**src/rtl/combo_lock_param.sv**
```systemverilog
// -----------------------------------------------------------------------------
// combo_lock_param
//
// Parametrised sequence lock. It sits between the keypad symbol encoder
// (symbol 0 means no entry) and the latch driver / alarm logic.
//
// The lock accepts a code of LEN symbols, each SYM_W bits wide. A wrong
// full-length entry pulses err and bumps a consecutive-failure counter.
// MAX_FAIL consecutive failures raise the alarm for LOCKOUT_CYC cycles.
// A correct entry releases the latch for OPEN_CYC cycles. During that
// window the code can be re-programmed.
//
// Ports
//   clk          in   rising-edge clock
//   reset        in   synchronous, active-low reset
//   sym          in   keypad symbol; any non-zero value is one entry per cycle
//   prog         in   request to program a new code (honoured only while open)
//   unlocked     out  latch release, high for OPEN_CYC cycles
//   alarm        out  high for the whole lockout
//   programming  out  high while a new code is being keyed in
//   err          out  one-cycle pulse after a wrong full-length entry
//   prog_done    out  one-cycle pulse when a new code is committed
//   fail_cnt     out  consecutive failed attempts, saturating at MAX_FAIL
//
// All outputs are registered.
// -----------------------------------------------------------------------------
module combo_lock_param #(
    parameter int                    SYM_W        = 2,
    parameter int                    LEN          = 5,
    parameter logic [LEN*SYM_W-1:0]  DEFAULT_CODE = {2'd1, 2'd2, 2'd3, 2'd2, 2'd1},
    parameter int                    OPEN_CYC     = 8,
    parameter int                    MAX_FAIL     = 3,
    parameter int                    LOCKOUT_CYC  = 16
) (
    input  logic                            clk,
    input  logic                            reset,
    input  logic [SYM_W-1:0]                sym,
    input  logic                            prog,
    output logic                            unlocked,
    output logic                            alarm,
    output logic                            programming,
    output logic                            err,
    output logic                            prog_done,
    output logic [$clog2(MAX_FAIL+1)-1:0]   fail_cnt
);

    localparam int IDX_W   = (LEN > 1) ? $clog2(LEN) : 1;
    localparam int TMR_MAX = (OPEN_CYC > LOCKOUT_CYC) ? OPEN_CYC : LOCKOUT_CYC;
    localparam int TMR_W   = $clog2(TMR_MAX + 1);
    localparam int FC_W    = $clog2(MAX_FAIL + 1);
    localparam int CODE_W  = LEN * SYM_W;

    localparam logic [IDX_W-1:0] IDX_LAST = IDX_W'(LEN - 1);
    localparam logic [TMR_W-1:0] TMR_OPEN = TMR_W'(OPEN_CYC);
    localparam logic [TMR_W-1:0] TMR_LOCK = TMR_W'(LOCKOUT_CYC);
    localparam logic [TMR_W-1:0] TMR_ONE  = TMR_W'(1);
    localparam logic [FC_W-1:0]  FC_MAX   = FC_W'(MAX_FAIL);

    typedef enum logic [1:0] {
        ST_ENTRY,
        ST_OPEN,
        ST_PROG,
        ST_LOCKOUT
    } state_t;

    state_t              state, state_nxt;
    logic [IDX_W-1:0]    idx, idx_nxt;
    logic                mismatch, mismatch_nxt;
    logic [TMR_W-1:0]    timer, timer_nxt;
    logic [CODE_W-1:0]   code, code_nxt;
    logic [CODE_W-1:0]   shadow, shadow_nxt;
    logic                unlocked_nxt, alarm_nxt, programming_nxt;
    logic                err_nxt, prog_done_nxt;
    logic [FC_W-1:0]     fail_nxt, fail_inc;
    logic                mism_now;
    int                  fld;

    always_comb begin
        state_nxt       = state;
        idx_nxt         = idx;
        mismatch_nxt    = mismatch;
        timer_nxt       = timer;
        code_nxt        = code;
        shadow_nxt      = shadow;
        unlocked_nxt    = unlocked;
        alarm_nxt       = alarm;
        programming_nxt = programming;
        err_nxt         = 1'b0;
        prog_done_nxt   = 1'b0;
        fail_nxt        = fail_cnt;

        // The first symbol lives in the MSB field, so position idx maps to
        // field LEN-1-idx counted from the LSB.
        fld      = (LEN - 1 - int'(idx)) * SYM_W;
        mism_now = mismatch | (sym != code[fld +: SYM_W]);
        fail_inc = (fail_cnt == FC_MAX) ? FC_MAX : fail_cnt + FC_W'(1);

        case (state)
            ST_ENTRY: begin
                if (sym != '0) begin
                    if (idx == IDX_LAST) begin
                        // Verdict only after exactly LEN entries; no early reject.
                        idx_nxt      = '0;
                        mismatch_nxt = 1'b0;
                        if (!mism_now) begin
                            state_nxt    = ST_OPEN;
                            unlocked_nxt = 1'b1;
                            timer_nxt    = TMR_OPEN;
                            fail_nxt     = '0;
                        end else begin
                            err_nxt  = 1'b1;
                            fail_nxt = fail_inc;
                            if (fail_inc == FC_MAX) begin
                                state_nxt = ST_LOCKOUT;
                                alarm_nxt = 1'b1;
                                timer_nxt = TMR_LOCK;
                            end
                        end
                    end else begin
                        idx_nxt      = idx + IDX_W'(1);
                        mismatch_nxt = mism_now;
                    end
                end
            end

            ST_OPEN: begin
                // prog wins over timer expiry on the same edge.
                if (prog) begin
                    state_nxt       = ST_PROG;
                    unlocked_nxt    = 1'b0;
                    programming_nxt = 1'b1;
                    idx_nxt         = '0;
                end else if (timer == TMR_ONE) begin
                    state_nxt    = ST_ENTRY;
                    unlocked_nxt = 1'b0;
                    idx_nxt      = '0;
                    mismatch_nxt = 1'b0;
                end else begin
                    timer_nxt = timer - TMR_ONE;
                end
            end

            ST_PROG: begin
                if (sym != '0) begin
                    shadow_nxt[fld +: SYM_W] = sym;
                    if (idx == IDX_LAST) begin
                        // Commit the whole code at once, including this symbol.
                        code_nxt        = shadow_nxt;
                        idx_nxt         = '0;
                        mismatch_nxt    = 1'b0;
                        programming_nxt = 1'b0;
                        prog_done_nxt   = 1'b1;
                        state_nxt       = ST_ENTRY;
                    end else begin
                        idx_nxt = idx + IDX_W'(1);
                    end
                end
            end

            ST_LOCKOUT: begin
                if (timer == TMR_ONE) begin
                    state_nxt = ST_ENTRY;
                    alarm_nxt = 1'b0;
                    fail_nxt  = '0;
                end else begin
                    timer_nxt = timer - TMR_ONE;
                end
            end

            default: begin
                state_nxt = ST_ENTRY;
            end
        endcase
    end

    always_ff @(posedge clk) begin
        if (!reset) begin
            state       <= ST_ENTRY;
            idx         <= '0;
            mismatch    <= 1'b0;
            timer       <= '0;
            code        <= DEFAULT_CODE;
            unlocked    <= 1'b0;
            alarm       <= 1'b0;
            programming <= 1'b0;
            err         <= 1'b0;
            prog_done   <= 1'b0;
            fail_cnt    <= '0;
        end else begin
            state       <= state_nxt;
            idx         <= idx_nxt;
            mismatch    <= mismatch_nxt;
            timer       <= timer_nxt;
            code        <= code_nxt;
            unlocked    <= unlocked_nxt;
            alarm       <= alarm_nxt;
            programming <= programming_nxt;
            err         <= err_nxt;
            prog_done   <= prog_done_nxt;
            fail_cnt    <= fail_nxt;
        end
    end

    // Shadow contents only matter once every field has been rewritten in PROG.
    always_ff @(posedge clk) begin
        shadow <= shadow_nxt;
    end

endmodule

```
**config.mk**
```make
export PLATFORM = sky130hd
export DESIGN_NAME = combo_lock_param
export DESIGN_NICKNAME = d
export VERILOG_FILES = /design/src/rtl/combo_lock_param.sv
export SDC_FILE = /design/constraint.sdc
export NUM_CORES = 1
export LEC_CHECK = 0
export ABC_CLOCK_PERIOD_IN_PS = 3700
export CAP_MARGIN = 20
export CORE_MARGIN = 2
export CORE_UTILIZATION = 40
export CTS_CLUSTER_DIAMETER = 200
export CTS_CLUSTER_SIZE = 10
export DETAILED_ROUTE_END_ITERATION = 8
export GPL_TIMING_DRIVEN = 0
export PLACE_DENSITY_LB_ADDON = 0.3
export SYNTH_ARGS = -nofsm -noshare
export SYNTH_HDL_FRONTEND = slang
export SYNTH_SLANG_ARGS = --single-unit
export TNS_END_PERCENT = 1
```
**constraint.sdc**
```tcl
create_clock -name clk -period 3.7 [get_ports clk]
set_input_delay 0.74 -clock clk [delete_from_list [all_inputs] [get_ports clk]]
set_output_delay 0.74 -clock clk [all_outputs]
set_load 0.05 [all_outputs]
```
==> impl_metrics.toml <==
[outcome]
outcome = "completed"

[place]
dp.final_hpwl_mm = 3.393
port_buffers = 10
placed_cells_incl_taps = 324
gp_congestion = 0.8771

[critical_path]
critPathMaxStageDelay_ns = 0.52
cp-endpoint = "mismatch"
reg2reg_from = "idx[0]"
cp-startpoint = "idx[0]"
r2r_cells = 11
crit_top_cell = "ha_1"
rr_endpoint = "mismatch"
cp-end-kind = "flop"
cp.arrival_ns = 3.32
slowest_stage = "dfxtp_1"
path_buf_inv = 3
path_depth = 11
critPathTopFamily = "simple AND/OR/NAND/NOR gates"
start_kind = "flop"
path_class = "reg -> reg"
worstPathRequired_ns = 3.91
cp_cell_sequence = "inv_2 > ha_1 > ha_1 > buf_2 > inv_1 > and4_4 > o31ai_2 > xnor2_2 > nor2_1 > or4_1 > a21oi_1"
r2r_slack_ns = 0.59
crit_fanout = 9

[clock_tree]
cts.sinks = 38
cts_tree = "done"
ctsResizeCount = 0
clk_pin_slew_ns = 0.08
numCtsBuffers = 5
cts_buffer_depth = 2
cts_max_level = 2
clk_latency_ns = 0.28
postCtsSetupRepairBufs = 0
ctsHoldBuffers = 0
cts_root_buf = "clkbuf_8"

[synthesis]
syn_inst = 244
ys_seq_elements = 38
synthArstFlopShare_pct = 0
ys_seq_area_share_pct = 40.38
syn_area_per_cell_um2 = 8.738
syn-num-nets = 258
ys.flop_type = "dfxtp_1"
synth_area_leaders = "dfxtp_1 (26%), edfxtp_1 (14%), nor2_1 (5.6%)"
synth_top_area_cell = "dfxtp_1"
synth_enable_flop_cells = 10
syn_area_um2 = 2132
netlist.area_leader.share_pct = 26.29
synth_most_common_cell = "nor2_1"
yosys-top-cells-count = "nor2_1 (32), dfxtp_1 (28), nand2_1 (26), o21ai_0 (14)"
yosys_warnings = 0
synth.distinct_cells = 51

[floorplan]
die-area_um2 = 5930
initial_utilization_pct = 41.48
die_x_um = 77.01
io_pins = 12
core_um2 = 5140
die_h_um = 77.01
rows = 26

[timing]
hold_slack_ns = 0.4600
relSlewSlack_pct = 40.29
grt_setup_unrepaired = "no"
fmax_mhz = 321.3
max_slew.worst_pin.slew_ns = 0.8939
hold_violations = 0
tns_ns = 0
timing.final.crit_share_pct = 84.13
setup_violations = 0
period_needed_ns = 3.113
maxSlewViolCount = 0
fin_worst_skew_ns = 0.006598

[min_path]
hold_class = "reg -> reg"

[layout]
finish.utilization_pct = 47.81
drive_above_1_share_pct = 11.45
syn2layout_area_growth_pct = 15.26
instances_no_fill = 332
diodes = 0
nNetsFinal = 275

[route]
routedWlPerCell_um = 13.59
drtAntennaViolNets = 0
vias = 1789
drt_iter0_drc = 180
viasPerCell = 5.389
dr.pass1.iters = 4
wirelength_mm = 4.511
drc = 0

[pwr]
ir_drop_uv = 252.2
p_leak_nw = 0.9502
powerDensity_nw_per_um2 = 507.3
power_mw = 1.247

[grt]
antenna_found_initial = 0
grt_max_degree = 14
grt_pass1_vias = 1676
grt_pass1_wl_mm = 8.052
grt_usage_pct = 16.56
grt.overflow.total = 0

[run]
maxCapViolCount = 0
==> sequential cells by signal (all words and copies together), names as in the netlist <==
name,count
programming,1
timer,5
prog_done,1
state,2
fail_cnt,2
idx,3
unlocked,1
code,10
mismatch,1
err,1
shadow,10
alarm,1
==> metal layers <==
| layer | up-vias | wire (µm) | global-route usage, % |
|---|---|---|---|
| li1 | 912 | - | - |
| met1 | 834 | 2238 | 23.67 |
| met2 | 39 | 2063 | 25.96 |
| met3 | 4 | 168 | 3.176 |
| met4 | 0 | 40 | 3.750 |
| met5 | - | 0 | 0 |
==> through the flow <==
step,cell area (µm²),setup slack [ns]
6_report,2457,0.5874
5_1_grt,2457,0.3399
4_1_cts,2457,0.6017
3_5_place_dp,2320,0.6521
3_3_place_gp,2320,0.6617
2_1_floorplan,2132,0.9700
==> power by group <==
group / internal, mW / total [mW] / leakage (nW) / switching, mW
Clock: 0.270 / 0.422 / 0.0683 / 0.152
Sequential: 0.444 / 0.460 / 0.317 / 0.0165
Combinational: 0.146 / 0.364 / 0.565 / 0.218
==> how the worst min path moves through the flow <==
| stage | from | to | slack (ns) | cells after the start |
|---|---|---|---|---|
| after floorplan | mismatch | mismatch | 0.43 | 2 |
| after global placement | alarm | alarm | 0.45 | 2 |
| after detailed placement | mismatch | mismatch | 0.45 | 2 |
| after CTS | mismatch | mismatch | 0.47 | 2 |
| after global routing | programming | programming | 0.50 | 2 |
| final | alarm | alarm | 0.46 | 2 |
==> layout make-up <==
class / instances / area, µm²
Sequential cell: 38 / 860.8
Fill cell: 519 / 2683
Buffer: 10 / 42.54
Multi-Input combinational cell: 183 / 1180
Clock buffer: 5 / 68.82
Inverter: 13 / 48.80
Tap cell: 70 / 87.58
Clock inverter: 3 / 68.82
Timing Repair Buffer: 10 / 100.1
==> cell usage in the layout, fill, tap and decap left out, drive strengths merged, types with 9 or more instances in the layout <==
master,instances
a21oi,11
clkbuf,13
clkdlybuf4s50,10
dfxtp,28
edfxtp,10
ha,9
inv,12
mux2i,9
nand2,26
nand3,10
nor2,32
nor3,10
o21ai,18
==> cell families (layout without fill, tap and decap cells) <==
kind of cell    after synthesis  in the layout  share of synthesized area (%)
compound gates               55             55                          18.43
mux                          17             17                          8.451
simple gates                100            100                          22.01
xor+xnor                      2              2                          1.174
flops                        38             38                          40.38
buf+inv                      23             41                          4.284
fa+ha+maj                     9              9                          5.282
==> worst reg2reg max path, stage by stage (launching register included) <==
cell,delay [ns]
dfxtp_1,0.52
inv_2,0.14
ha_1,0.29
ha_1,0.30
buf_2,0.19
inv_1,0.11
and4_4,0.19
o31ai_2,0.31
xnor2_2,0.24
nor2_1,0.12
or4_1,0.49
a21oi_1,0.15
(Power assumes the default switching activity.)
